**src/rtl/pwm_pkg.sv**
```systemverilog
// Shared types and constants for the PWM capture block.
// DUTY_W matches the PWM generator's speed input width.
package pwm_pkg;

    typedef enum logic [1:0] {
        IDLE    = 2'd0,
        MEASURE = 2'd1,
        DIVIDE  = 2'd2
    } state_t;

    localparam int DUTY_W    = 3;
    localparam int DIV_STEPS = 3;

endpackage

```
**src/rtl/pwm_capture_if.sv**
```systemverilog
// Control and result bundle of the PWM capture block.
// The master drives enable and the PWM input; the slave returns the measurement.
interface pwm_capture_if #(
    parameter int CNT_W = 16
);
    import pwm_pkg::*;

    logic              ena;
    logic              pwm_in;
    logic [CNT_W-1:0]  period_o;
    logic [CNT_W-1:0]  high_o;
    logic [DUTY_W-1:0] duty_o;
    logic              valid_o;
    logic              stuck_o;

    modport master (
        output ena, pwm_in,
        input  period_o, high_o, duty_o, valid_o, stuck_o
    );

    modport slave (
        input  ena, pwm_in,
        output period_o, high_o, duty_o, valid_o, stuck_o
    );

endinterface

```
**src/rtl/pwm_sync_edge.sv**
```systemverilog
// Multi-flop synchronizer for the asynchronous PWM pin, followed by one
// edge-detect flop producing single-cycle rise/fall strobes.
module pwm_sync_edge #(
    parameter int SYNC_STAGES = 2
) (
    input  logic clk,
    input  logic rst_n,
    input  logic i_async,
    output logic o_level,
    output logic o_rise,
    output logic o_fall
);

    logic [SYNC_STAGES-1:0] r_sync;
    logic                   r_prev;

    always_ff @(posedge clk or negedge rst_n) begin
        if (!rst_n) begin
            r_sync <= '0;
            r_prev <= 1'b0;
        end else begin
            r_sync <= {r_sync[SYNC_STAGES-2:0], i_async};
            r_prev <= r_sync[SYNC_STAGES-1];
        end
    end

    assign o_level = r_sync[SYNC_STAGES-1];
    assign o_rise  = o_level & ~r_prev;
    assign o_fall  = ~o_level & r_prev;

endmodule

```
**src/rtl/pwm_capture.sv**
```systemverilog
// PWM capture: measures period and high time of an incoming PWM waveform and
// derives a 3-bit duty code with a short restoring divider.
module pwm_capture
    import pwm_pkg::*;
#(
    parameter int CNT_W       = 16,
    parameter int SYNC_STAGES = 2
) (
    input  logic         clk,
    input  logic         rst_n,
    pwm_capture_if.slave bus
);

    localparam int STEP_W = $clog2(DIV_STEPS);

    logic w_level, w_rise, w_fall;

    pwm_sync_edge #(
        .SYNC_STAGES(SYNC_STAGES)
    ) u_sync (
        .clk     (clk),
        .rst_n   (rst_n),
        .i_async (bus.pwm_in),
        .o_level (w_level),
        .o_rise  (w_rise),
        .o_fall  (w_fall)
    );

    state_t              r_state, w_state_next;
    logic [CNT_W-1:0]    r_per_cnt, r_hi_cnt;
    logic                r_hi_run;
    logic [CNT_W-1:0]    r_per_s, r_hi_s;
    logic [CNT_W:0]      r_rem, w_rem_sh, w_rem_next;
    logic [DUTY_W-1:0]   r_quo, w_quo_next;
    logic [STEP_W-1:0]   r_step;
    logic [CNT_W-1:0]    r_period, r_high;
    logic [DUTY_W-1:0]   r_duty;
    logic                r_valid, r_stuck;
    logic                w_sat, w_snap, w_done, w_ge;

    // A rise in the same cycle as saturation takes priority.
    assign w_sat = (r_per_cnt == '1) && !w_rise;

    assign w_rem_sh   = r_rem << 1;
    assign w_ge       = (w_rem_sh >= {1'b0, r_per_s});
    assign w_rem_next = w_ge ? (w_rem_sh - {1'b0, r_per_s}) : w_rem_sh;
    assign w_quo_next = (r_quo << 1) | DUTY_W'(w_ge);

    always_comb begin
        w_state_next = r_state;
        w_snap       = 1'b0;
        w_done       = 1'b0;
        case (r_state)
            IDLE: begin
                if (w_rise) w_state_next = MEASURE;
            end
            MEASURE: begin
                if (w_rise) begin
                    w_state_next = DIVIDE;
                    w_snap       = 1'b1;
                end else if (w_sat) begin
                    w_state_next = IDLE;
                end
            end
            DIVIDE: begin
                if (w_sat) begin
                    w_state_next = IDLE;
                end else if (r_step == STEP_W'(DIV_STEPS - 1)) begin
                    w_state_next = MEASURE;
                    w_done       = 1'b1;
                end
            end
            default: w_state_next = IDLE;
        endcase
        if (!bus.ena) begin
            w_state_next = IDLE;
            w_snap       = 1'b0;
            w_done       = 1'b0;
        end
    end

    always_ff @(posedge clk or negedge rst_n) begin
        if (!rst_n) r_state <= IDLE;
        else        r_state <= w_state_next;
    end

    always_ff @(posedge clk or negedge rst_n) begin
        if (!rst_n) begin
            r_per_cnt <= '0;
            r_hi_cnt  <= '0;
            r_hi_run  <= 1'b0;
            r_stuck   <= 1'b0;
        end else begin
            if (!bus.ena || w_sat) begin
                r_per_cnt <= '0;
                r_hi_cnt  <= '0;
                r_hi_run  <= 1'b0;
            end else if (w_rise) begin
                r_per_cnt <= CNT_W'(1);
                r_hi_cnt  <= CNT_W'(1);
                r_hi_run  <= 1'b1;
            end else if (r_state != IDLE) begin
                r_per_cnt <= r_per_cnt + CNT_W'(1);
                if (r_hi_run && w_level) r_hi_cnt <= r_hi_cnt + CNT_W'(1);
                if (w_fall)              r_hi_run <= 1'b0;
            end

            if (!bus.ena || w_rise) r_stuck <= 1'b0;
            else if (w_sat)         r_stuck <= 1'b1;
        end
    end

    // Divider: one quotient bit per DIVIDE cycle, MSB first; results land on the last step.
    always_ff @(posedge clk or negedge rst_n) begin
        if (!rst_n) begin
            r_per_s  <= '0;
            r_hi_s   <= '0;
            r_rem    <= '0;
            r_quo    <= '0;
            r_step   <= '0;
            r_period <= '0;
            r_high   <= '0;
            r_duty   <= '0;
            r_valid  <= 1'b0;
        end else begin
            r_valid <= w_done;
            if (w_snap) begin
                r_per_s <= r_per_cnt;
                r_hi_s  <= r_hi_cnt;
                r_rem   <= {1'b0, r_hi_cnt};
                r_quo   <= '0;
                r_step  <= '0;
            end else if (r_state == DIVIDE) begin
                r_rem  <= w_rem_next;
                r_quo  <= w_quo_next;
                r_step <= r_step + STEP_W'(1);
            end
            if (w_done) begin
                r_period <= r_per_s;
                r_high   <= r_hi_s;
                r_duty   <= w_quo_next;
            end
        end
    end

    assign bus.period_o = r_period;
    assign bus.high_o   = r_high;
    assign bus.duty_o   = r_duty;
    assign bus.valid_o  = r_valid;
    assign bus.stuck_o  = r_stuck;

endmodule
```
**src/flat_wrapper.sv**
```systemverilog
// flat-port wrapper written by rule: the top's interface ports become plain ports
module pwm_capture_flat import pwm_pkg::*;
#(
    parameter int CNT_W       = 16,
    parameter int SYNC_STAGES = 2
)
  (clk, rst_n, bus_ena, bus_pwm_in, bus_period_o, bus_high_o, bus_duty_o, bus_valid_o, bus_stuck_o);
  pwm_capture_if #(.CNT_W(CNT_W)) bus_i ();
  input  logic clk;
  input  logic rst_n;
  input wire logic [$bits(bus_i.ena)-1:0] bus_ena;
  input wire logic [$bits(bus_i.pwm_in)-1:0] bus_pwm_in;
  output wire logic [$bits(bus_i.period_o)-1:0] bus_period_o;
  output wire logic [$bits(bus_i.high_o)-1:0] bus_high_o;
  output wire logic [$bits(bus_i.duty_o)-1:0] bus_duty_o;
  output wire logic [$bits(bus_i.valid_o)-1:0] bus_valid_o;
  output wire logic [$bits(bus_i.stuck_o)-1:0] bus_stuck_o;
  assign bus_i.ena = bus_ena;
  assign bus_i.pwm_in = bus_pwm_in;
  assign bus_period_o = bus_i.period_o;
  assign bus_high_o = bus_i.high_o;
  assign bus_duty_o = bus_i.duty_o;
  assign bus_valid_o = bus_i.valid_o;
  assign bus_stuck_o = bus_i.stuck_o;
  pwm_capture #(.CNT_W(CNT_W), .SYNC_STAGES(SYNC_STAGES)) u_core (.clk(clk), .rst_n(rst_n), .bus(bus_i));
endmodule
```
**config.mk**
```make
export PLATFORM = sky130hd
export DESIGN_NAME = pwm_capture_flat
export DESIGN_NICKNAME = d
export VERILOG_FILES = /design/src/rtl/pwm_pkg.sv /design/src/rtl/pwm_capture_if.sv /design/src/rtl/pwm_sync_edge.sv /design/src/rtl/pwm_capture.sv /design/src/flat_wrapper.sv
export SDC_FILE = /design/constraint.sdc
export NUM_CORES = 1
export LEC_CHECK = 0
export ABC_AREA = 1
export CORE_MARGIN = 3
export CORE_UTILIZATION = 55
export CTS_BUF_LIST = sky130_fd_sc_hd__clkbuf_16
export DETAILED_ROUTE_END_ITERATION = 6
export PLACE_DENSITY = 0.75
export SLEW_MARGIN = 20
export SYNTH_ARGS = -nofsm -noshare
export SYNTH_HDL_FRONTEND = slang
export SYNTH_HIERARCHICAL = 1
export SYNTH_SLANG_ARGS = --single-unit
```
**constraint.sdc**
```tcl
create_clock -name clk -period 2.14 [get_ports clk]
set_clock_uncertainty 0.05 [all_clocks]
set_input_delay 0.214 -clock clk [delete_from_list [all_inputs] [get_ports clk]]
set_output_delay 0.214 -clock clk [all_outputs]
set_load 0.005 [all_outputs]
```
# --- Word level (Yosys, flattened, before mapping) ---
# Cells that the tools add are included.
totals:
  out_inout_bits: 37
  regBits: 127
op_classes:
  n_bitwise: 5
  mux: 34
  eq_ne: 7
  n_lt_le_gt_ge: 1
  n_reduce_logical: 16
  addsub: 4
ops:
  columns: ["cell", "count"]
  rows:
  - ["$mux 16", 10]
  - ["$add 16x1->16 const B", 2]
  - ["$mux 2", 10]
  - ["$ge 17x16->1", 1]
  - ["$eq 16x16->1 const B", 1]
  - ["$sub 16x16->16", 1]
  - ["$mux 1", 13]
  - ["$reduce_bool 3->1", 3]
  - ["$ne 4x2->1 const B", 2]
  - ["$pmux 2 s3", 1]
  - ["$reduce_bool 2->1", 3]
  - ["$eq 2x2->1 const B", 2]
  - ["$reduce_and 2->1", 2]
  - ["$ne 3x2->1 const B", 1]
  - ["$or 3x1->3", 1]
  - ["$reduce_and 3->1", 1]
  - ["$add 2x1->2 const B", 1]
  - ["$and 1x1->1", 2]
  - ["$eq 2x1->1 const B", 1]
  - ["$logic_and 1x1->1", 2]
  - ["$logic_not 1->1", 2]
  - ["$logic_not 2->1", 1]
  - ["$logic_or 1x1->1", 2]
  - ["$not 1->1", 2]

# --- Longest topological paths before layout ---
# Gate-level depths: netlist of the first run.
logic_depth:
  word_depth: 8
  mapped_depth: 15
  mapped_depth_nobuf: 15

# --- Cells and area by module ---
# The synthesis of the first run kept the hierarchy.
by_module_without_submodules:
  columns: ["mod", "area_each_um2", "instances", "cells_each", "seq_area_each_um2"]
  rows:
  - ["pwm_capture", 6721.4, 1, 894, 3103.0]
  - ["pwm_sync_edge", 90.1, 1, 7, 75.1]

# --- Worst setup path before layout of the first run ---
# Ideal clock, no wire load.
synth_timing:
  path_type: "reg-to-reg"
  start: "reg u_core.r_per_s[1]"
  end: "reg u_core.r_rem[10]"
  period_less_slack_ps: 1879
  t_arrival_ps: 1711
  setup_ps: 118
  path_slack_ps: 261
  path_stages_with_launch: 13
  cell_sequence: "dfrtp_1 -> inv_1 -> ha_1 -> ha_1 -> nand2_1 -> nor2_1 -> nand3_1 -> o21ai_0 -> nor2_2 -> buf_2 -> nand3_1 -> nand3_1 -> nand2_1"
synth_between:
  elab_chain_len: 4
  word_cells_on_any_way: 5
  classes_between: "add/sub (1); order compare (1); mux (3)"
synth_rtl:
  columns: ["element", "line_no", "text"]
  rows:
  - ["from (decl)", "pwm_capture.sv:32", "logic [CNT_W-1:0] r_per_s, r_hi_s;"]
  - ["from (signal assigned)", "pwm_capture.sv:128", "r_per_s <= r_per_cnt;"]
  - ["$sub 16x16->16 / $ge 17x16->1 (equally long branches)", "pwm_capture.sv:46, pwm_capture.sv:45", null]
  - ["$mux 16 (*)", "pwm_capture.sv:46", "assign w_rem_next = w_ge ? (w_rem_sh - {1'b0, r_per_s}) : w_rem_sh;"]
  - ["$mux 16 (*)", "pwm_capture.sv:133", "end else if (r_state == DIVIDE) begin"]
  - ["$mux 16 (*)", "pwm_capture.sv:127", "if (w_snap) begin"]
  - ["to (signal assigned)", "pwm_capture.sv:130", "r_rem <= {1'b0, r_hi_cnt};"]
  - ["to (signal assigned)", "pwm_capture.sv:134", "r_rem <= w_rem_next;"]
  - ["to (decl)", "pwm_capture.sv:33", "logic [CNT_W:0] r_rem, w_rem_sh, w_rem_next;"]
# Mark *: on every way between the ends. The rest lies on a longest branch, timed or not. The select of a mux whose other input is x is not followed.
# A chain may end at the register's enable or synchronous reset.

# --- Worst setup path after layout of the first run ---
layout_timing:
  start: "reg u_core.r_rem[9]"
  end: "reg u_core.r_rem[15]"
layout_between:
  elab_chain_len: 4
  word_cells_on_any_way: 5
  classes_between: "add/sub (1); order compare (1); mux (3)"
layout_rtl:
  columns: ["element", "line_no"]
  rows:
  - ["$sub 16x16->16 / $ge 17x16->1 (equally long branches)", "pwm_capture.sv:46, pwm_capture.sv:45"]
  - ["$mux 16 (*)", "pwm_capture.sv:46"]
  - ["$mux 16 (*)", "pwm_capture.sv:133"]
  - ["$mux 16 (*)", "pwm_capture.sv:127"]
# Marks and branches as above.

==> metrics.json, run 1 <==
{
  "number_of_antenna_violations_at_the_first_check_in_global_routing": 0,
  "cp_num_buf_inv": 1,
  "design_area_mm2": 0.00827,
  "timing.critical_path.slowest_cell_delay_ps": 410,
  "cts.path.max_buffers": 2,
  "post-synth-top-count-cell": "nand2_1",
  "antenna_violating_nets_post_route": 0,
  "synth_largest_area_cell": "dfrtp_1",
  "clock_sink_count": 127,
  "core.rowCount": 40,
  "worst_ep_required_time_ps": 2400,
  "worst-slew-pin-transition_ps": 674,
  "ctsRootBufferMaster": "clkbuf_16",
  "synthesis.yosys.warnings": 6,
  "net-switching-power_mw": 4.16,
  "critPathCaptureType": "flop",
  "grt_first_pass_wirelength_mm": 27.6,
  "grt_setup_unrepaired": "true",
  "crit_chain": "ha_2 -> nand2_1 -> nor2_2 -> nand2_1 -> o21ai_2 -> nor2_2 -> nand2_2 -> buf_4 -> nand2_1 -> nand3_1 -> nand2_1",
  "dr_total_vias": 5953,
  "syn_to_final_growth_pct": 21.4,
  "die-width_um": 117,
  "pre_cts_ws_ps": 88.3,
  "post_synthesis_area_per_instance_um2": 7.56,
  "power_per_cell_area_mw_per_mm2": 1330,
  "placed_area_mm2": 0.00749,
  "netlist.area_leader.share_pct": 46.7,
  "timing.slew.headroom_pct": 55.0,
  "ys_async_sr_fraction_pct": 100,
  "run_status": "completed",
  "max_cap_viol_count": 0,
  "p_sw_share_pct": 38.0,
  "cts.clk_slew.worst_paths_ps": 60,
  "critical-path-slowest-cell": "dfrtp_1",
  "remaining_drc_errors": 0,
  "finalSetupViolCount": 0,
  "grt_overflow_total": 0,
  "worst_hold_path_type": "in2reg",
  "worst_setup_sp_type": "flop",
  "synth_edf_count": 0,
  "placeableCoreArea_mm2": 0.0121,
  "power.share.clock_pct": 26.8,
  "die_height_um": 117,
  "power.share.sequential_pct": 29.2,
  "cell_types_with_the_highest_counts_after_synthesis": "262 x nand2_1, 127 x dfrtp_1, 124 x inv_1",
  "syn_inst": 901,
  "fin_crit_ps": 1970,
  "synth_cell_types": 34,
  "final.period_utilization_pct": 92.2,
  "synth_area_leaders": "dfrtp_1 47%, nand2_1 14%, o21ai_0 6.9%",
  "criticalPathCategory": "reg2reg",
  "routabilityCongestion": 0.868,
  "finalMaxSlewViolations": 0,
  "synth-seq-cells": 127,
  "critical_path.max_fanout": 10,
  "max_clock_freq_mhz": 507,
  "timing.critical_path.arrival_ps": 2240,
  "cpLargestDelayFamily": "simple AND/OR/NAND/NOR gates",
  "vias_per_cell": 5.23,
  "drt_wl_total_mm": 16.9,
  "cts_made_buffers": 17,
  "maximum_number_of_pins_on_one_net_before_global_route_repair": 128,
  "antenna-diode-count": 0,
  "synth_sequential_area_ratio_pct": 46.7,
  "synth.net_count": 925,
  "max-vdd-ir-drop_uv": 706,
  "crit_path_frequent_cell": "nand2_1",
  "io-pin-count": 41,
  "mappedNetlistArea_mm2": 0.00681,
  "p_comb_share_pct": 44.0,
  "wl_per_cell_um": 14.9,
  "post-dp-hpwl_mm": 11.8,
  "drt-pass1-iter-count": 5,
  "place.port_buffers": 40,
  "gr-usage-all-layers_pct": 26.0,
  "detail_route.iter0.violations": 584,
  "hold_viol_final": 0,
  "total_leakage_power_nw": 3.96,
  "post_route_cells_drive_above_1_share_pct": 10.6,
  "power_report.internal_total_mw": 6.80,
  "ctsHtreeMaxLevel": 4,
  "final_net_count": 982,
  "clkLatencyLatePin_ps": 420,
  "floorplan.initialDensity_pct": 56.5,
  "ys.flop_type": "dfrtp_1",
  "timing.final.ws_setup_ps": 168,
  "die-area_mm2": 0.0138,
  "grt_pass1_vias": 5684,
  "cts_tree": "yes"
}
## cell usage in the layout, fill, tap and decap left out, types with 2 or more instances in the layout
| cell type | synthesis | layout |
|---|---|---|
| inv_1 | 124 | 119 |
| clkinv_1 | 0 | 2 |
| ha_2 | 0 | 3 |
| nor3b_1 | 2 | 2 |
| clkinv_2 | 0 | 4 |
| xor2_1 | 17 | 17 |
| inv_2 | 14 | 20 |
| buf_12 | 0 | 4 |
| nor2_2 | 5 | 7 |
| clkinvlp_4 | 0 | 2 |
| clkbuf_16 | 0 | 17 |
| nor3_1 | 17 | 17 |
| dfrtp_1 | 127 | 127 |
| o21ai_0 | 94 | 93 |
| nand2_1 | 262 | 260 |
| a21oi_1 | 17 | 16 |
| nand4_1 | 14 | 14 |
| bufinv_16 | 0 | 4 |
| clkdlybuf4s50_1 | 0 | 39 |
| xnor2_1 | 7 | 7 |
| nand3_1 | 74 | 74 |
| or2_2 | 2 | 2 |
| nand3_2 | 2 | 2 |
| o21bai_1 | 2 | 2 |
| o21ai_1 | 7 | 7 |
| nor2_1 | 54 | 52 |
| ha_4 | 0 | 9 |
| nand3b_1 | 3 | 3 |
| buf_4 | 0 | 20 |
| nand2_2 | 1 | 3 |
| ha_1 | 19 | 7 |
| a31oi_1 | 2 | 2 |
## power by group through the flow
stage          Clock (mW)  Sequential, mW  Combinational (mW)
6_report             2.94            3.20                4.82
5_1_grt              3.08            3.26                5.52
3_5_place_dp            0            3.20                4.40
4_1_cts              2.99            3.18                4.45
2_1_floorplan           0            3.15                3.15
3_3_place_gp            0            3.19                4.35
## layout make-up
class | count | area, um2
Tap cell | 168 | 210
Timing Repair Buffer | 65 | 642
Clock buffer | 17 | 425
Inverter | 138 | 518
Clock inverter | 14 | 175
Fill cell | 998 | 3790
Sequential cell | 127 | 3180
Multi-Input combinational cell | 609 | 3120
## path summary, 6_finish.rpt
kind	slack, ps	cells past startpoint	from	end
worst max-delay path	170	11	u_core/r_rem[9]	u_core/r_rem[15]
max in group asynchronous	1130	3	rst_n	u_core/r_hi_cnt[9]
worst min register to register	300	0	u_core/u_sync/r_sync[0]	u_core/u_sync/r_sync[1]
min in group asynchronous	400	3	rst_n	u_core/bus.period_o[13]
worst min-delay path	180	1	bus_pwm_in	u_core/u_sync/r_sync[0]
worst max register to register	170	11	u_core/r_rem[9]	u_core/r_rem[15]
## cell families after synthesis
group | after synthesis | share of synthesized area, %
AOI/OAI and AO/OA | 125 | 9.39
adders and majority gates | 20 | 3.78
buffers and inverters | 165 | 9.55
and+or+nand+nor | 440 | 27.5
xor gates and xnor gates | 24 | 3.09
DFF | 127 | 46.7
## per-layer routing
metal / GRT usage (%) / routed length (um) / share of wire, % / vias up
li1: - / - / - / 2973
met1: 35.1 / 7680 / 45 / 2767
met2: 41.4 / 7900 / 47 / 165
met3: 5.45 / 746 / 4.4 / 48
met4: 10.0 / 567 / 3.4 / 0
met5: 0 / 0 / 0 / -
## metrics by stage
step / power [mW] / hold slack [ps] / setup TNS (ps) / std cells / util (%)
4_1_cts: 10.6 / 168 / 0 / 1135 / 67.2
2_1_floorplan: 6.30 / -132 / 0 / 901 / -
5_1_grt: 11.9 / 201 / -18.2 / 1138 / 68.6
3_5_place_dp: 7.61 / 291 / 0 / 1103 / 62.1
3_3_place_gp: 7.55 / 287 / 0 / 1103 / 62.1
6_report: 11.0 / 183 / 0 / 1138 / 68.6
## sequential cells by signal (all words and copies together) (netlist names)
name	count
u_core/bus.duty_o	3
u_core/bus.high_o	16
u_core/bus.period_o	16
u_core/bus.stuck_o	1
u_core/bus.valid_o	1
u_core/r_hi_cnt	16
u_core/r_hi_run	1
u_core/r_hi_s	16
u_core/r_per_cnt	16
u_core/r_per_s	16
u_core/r_quo	2
u_core/r_rem	16
u_core/r_state	2
u_core/r_step	2
u_core/u_sync/r_prev	1
u_core/u_sync/r_sync	2
## what timing repair did
item	in CTS	in global routing
setup endpoints to repair	0	26
hold buffers	1	0
endpoints found under the hold margin	127	0
buffers inserted	0	3
resized for setup	0	28
Power figures use the tool's default switching activity.
==> inputs of run 2 (changes only) <==
- CTS_BUF_LIST: sky130_fd_sc_hd__clkbuf_16 -> sky130_fd_sc_hd__clkbuf_2
==> run 2 against run 1 <==
  * Die area is the same
  * Via count shrank 0.50%
  * Hold slack lost 140 ps
  * Largest cell class unchanged
  * Clock power shrank 45%
  * Critical endpoint is now u_core/r_rem[14]
  * Utilization shrank 2.4 points
  * Highest routed layer unchanged
  * Critical path type unchanged
  * Fmax shrank 1.4%
  * Non-clock buffer count grew 2
==> metrics.json, run 2 (same netlist as run 1, synthesis figures left out) <==
{
  "run_status": "completed",
  "cts.clk_slew.worst_paths": {"value": 190, "unit": "ps", "change": "+130 ps"},
  "io-pin-count": {"value": 41, "change": "unchanged"},
  "wl_per_cell": {"value": 14.3, "unit": "um", "change": "-4.0%"},
  "gr-usage-all-layers": {"value": 25.1, "unit": "%", "change": "-0.89 points"},
  "cts_tree": "yes",
  "finish.cell_count_without_fillers": {"value": 1140, "change": "+0.18%"},
  "cp_num_buf_inv": {"value": 1, "change": "unchanged"},
  "fin_crit": {"value": 2000, "unit": "ps", "change": "+28.0 ps"},
  "reg2reg_capture_point": "u_core/r_rem[14]",
  "final_net_count": {"value": 984, "change": "+0.20%"},
  "ctsHtreeMaxLevel": {"value": 4, "change": "unchanged"},
  "grt_first_pass_wirelength": {"value": 26.8, "unit": "mm", "change": "-3.1%"},
  "total_power": {"value": 9.68, "unit": "mW", "change": "-12%"},
  "grt_pass1_vias": {"value": 5601, "change": "-1.5%"},
  "dr_total_vias": {"value": 5923, "change": "-0.50%"},
  "antenna_violating_nets_post_route": {"value": 0, "change": "unchanged"},
  "max_clock_freq": {"value": 500, "unit": "MHz", "change": "-1.4%"},
  "worst_flop_to_flop_path_startpoint": "u_core/r_rem[4]",
  "cts.path.max_buffers": {"value": 2, "change": "unchanged"},
  "postLayoutCoreUtil": {"value": 66.1, "unit": "%", "change": "-2.4 points"},
  "drt-pass1-iter-count": {"value": 5, "change": "unchanged"},
  "core.rowCount": {"value": 40, "change": "unchanged"},
  "place.port_buffers": {"value": 40, "change": "unchanged"},
  "finalMaxSlewViolations": {"value": 0, "change": "unchanged"},
  "power_per_cell_area": {"value": 1210, "unit": "mW/mm2", "change": "-8.4%"},
  "max-vdd-ir-drop": {"value": 497, "unit": "uV", "change": "-30%"},
  "worst_setup_sp_type": "flop",
  "finalSetupViolCount": {"value": 0, "change": "unchanged"},
  "critical_path.max_fanout": {"value": 6, "change": "-4"},
  "critical-path-slowest-cell": "dfrtp_1",
  "crit_end": "u_core/r_rem[14]",
  "clock_sink_count": {"value": 127, "change": "unchanged"},
  "worst-r2r-setup-slack": {"value": 140, "unit": "ps", "change": "-30 ps"},
  "most_common_library_cell_in_the_layout_ignoring_fill_and_taps": "nand2_1",
  "placeableCoreArea": {"value": 0.0121, "unit": "mm2", "change": "unchanged"},
  "timing.critical_path.arrival": {"value": 2560, "unit": "ps", "change": "+320 ps"},
  "crit_chain": "ha_4 -> nand2_1 -> nor2_2 -> nand3_1 -> nand3_1 -> nand3_2 -> nand2_2 -> buf_4 -> nand2_1 -> nand3_1 -> nand2_1",
  "die-area": {"value": 0.0138, "unit": "mm2", "change": "unchanged"},
  "worst-slew-pin-transition": {"value": 713, "unit": "ps", "change": "+38.2 ps"},
  "timing.slew.headroom": {"value": 52.5, "unit": "%", "change": "-2.5 points"},
  "number_of_antenna_violations_at_the_first_check_in_global_routing": {"value": 0, "change": "unchanged"},
  "worst_hold_path_type": "in2async",
  "maximum_number_of_pins_on_one_net_before_global_route_repair": {"value": 128, "change": "unchanged"},
  "die_height": {"value": 117, "unit": "um", "change": "unchanged"},
  "remaining_drc_errors": {"value": 0, "change": "unchanged"},
  "max_cap_viol_count": {"value": 0, "change": "unchanged"},
  "cts_made_buffers": {"value": 17, "change": "unchanged"},
  "syn_to_final_growth_pct": 17.1,
  "hold_viol_final": {"value": 0, "change": "unchanged"},
  "final.period_utilization": {"value": 93.5, "unit": "%", "change": "+1.3 points"},
  "commonest_non_fill_non_tap_cells_in_the_layout": "259 x nand2_1, 127 x dfrtp_1, 119 x inv_1, 93 x o21ai_0, 74 x nand3_1",
  "vias_per_cell": {"value": 5.20, "change": "-0.68%"},
  "design_area": {"value": 0.00797, "unit": "mm2", "change": "-3.6%"},
  "pre_cts_ws": {"value": 88.3, "unit": "ps", "change": "unchanged"},
  "post-dp-hpwl": {"value": 11.8, "unit": "mm", "change": "unchanged"},
  "timing.final.ws_setup": {"value": 140, "unit": "ps", "change": "-28.0 ps"},
  "post_route_cells_drive_above_1_share": {"value": 10.9, "unit": "%", "change": "+0.29 points"},
  "post-place-cells": {"value": 1103, "change": "unchanged"},
  "drt_wl_total": {"value": 16.3, "unit": "mm", "change": "-3.8%"},
  "detail_route.iter0.violations": {"value": 550, "change": "-5.8%"},
  "clkLatencyLatePin": {"value": 690, "unit": "ps", "change": "+270 ps"},
  "routabilityCongestion": {"value": 0.868, "change": "unchanged"},
  "worst_r2r_path_depth": {"value": 11, "change": "unchanged"},
  "timing.setup.tns": {"value": 0, "unit": "ps", "change": "unchanged"},
  "placed_area": {"value": 0.00749, "unit": "mm2", "change": "unchanged"},
  "worst-path-stages": {"value": 11, "change": "unchanged"},
  "die-width": {"value": 117, "unit": "um", "change": "unchanged"},
  "launching_element_of_the_worst_setup_path": "u_core/r_rem[4]",
  "fin_hold_ws": {"value": 39.2, "unit": "ps", "change": "-144 ps"},
  "floorplan.initialDensity": {"value": 56.5, "unit": "%", "change": "unchanged"},
  "total_leakage_power": {"value": 3.83, "unit": "nW", "change": "-3.2%"},
  "cpLargestDelayFamily": "simple AND/OR/NAND/NOR gates",
  "criticalPathCategory": "reg2reg",
  "critPathCaptureType": "flop",
  "antenna-diode-count": {"value": 0, "change": "unchanged"},
  "grt_overflow_total": {"value": 0, "change": "unchanged"},
  "worst_ep_required_time": {"value": 2700, "unit": "ps", "change": "+300 ps"},
  "timing.critical_path.slowest_cell_delay": {"value": 470, "unit": "ps", "change": "+60 ps"},
  "ctsRootBufferMaster": "clkbuf_2"
}
-- run 2: worst min path at each step --
stage                                         end  slack (ps)                    start
after floorplan              u_core/bus.duty_o[0]        -130                    rst_n
after global placement    u_core/u_sync/r_sync[1]         290  u_core/u_sync/r_sync[0]
after detailed placement  u_core/u_sync/r_sync[1]         290  u_core/u_sync/r_sync[0]
after CTS                 u_core/bus.period_o[13]          70                    rst_n
after global routing            u_core/r_state[0]          50                  bus_ena
final                     u_core/bus.period_o[13]          40                    rst_n
-- run 2: final cells by class --
type / count / area (um2)
Fill cell: 1056 / 4090
Sequential cell: 127 / 3180
Multi-Input combinational cell: 609 / 3140
Timing Repair Buffer: 67 / 663
Inverter: 138 / 518
Tap cell: 168 / 210
Clock inverter: 13 / 171
Clock buffer: 18 / 90.1
-- run 2: where the power goes --
group	internal, mW	switching, mW
logic	2.04	2.84
registers	2.88	0.309
clock network	0.752	0.856
total	5.68	4.00
-- run 2: worst register-to-register path: cells and delay by family (launching register included) --
| family | cells | cell delay, ps |
|---|---|---|
| and+or+nand+nor | 9 | 940 |
| DFF | 1 | 470 |
| adders and majority gates | 1 | 310 |
| buffers and inverters | 1 | 150 |
-- run 2: repair_timing --
item | in CTS | in global routing
gates resized for setup | 0 | 32
hold endpoints to repair | 128 | 0
hold buffers | 2 | 0
setup buffers | 0 | 4
endpoints found under the setup margin | 0 | 26
-- run 2: metal layers --
metal	track usage [%]	part of all wire, %
met1	34.5	46
met2	39.6	46
met3	6.12	5.5
met4	7.72	2.3
met5	0	0
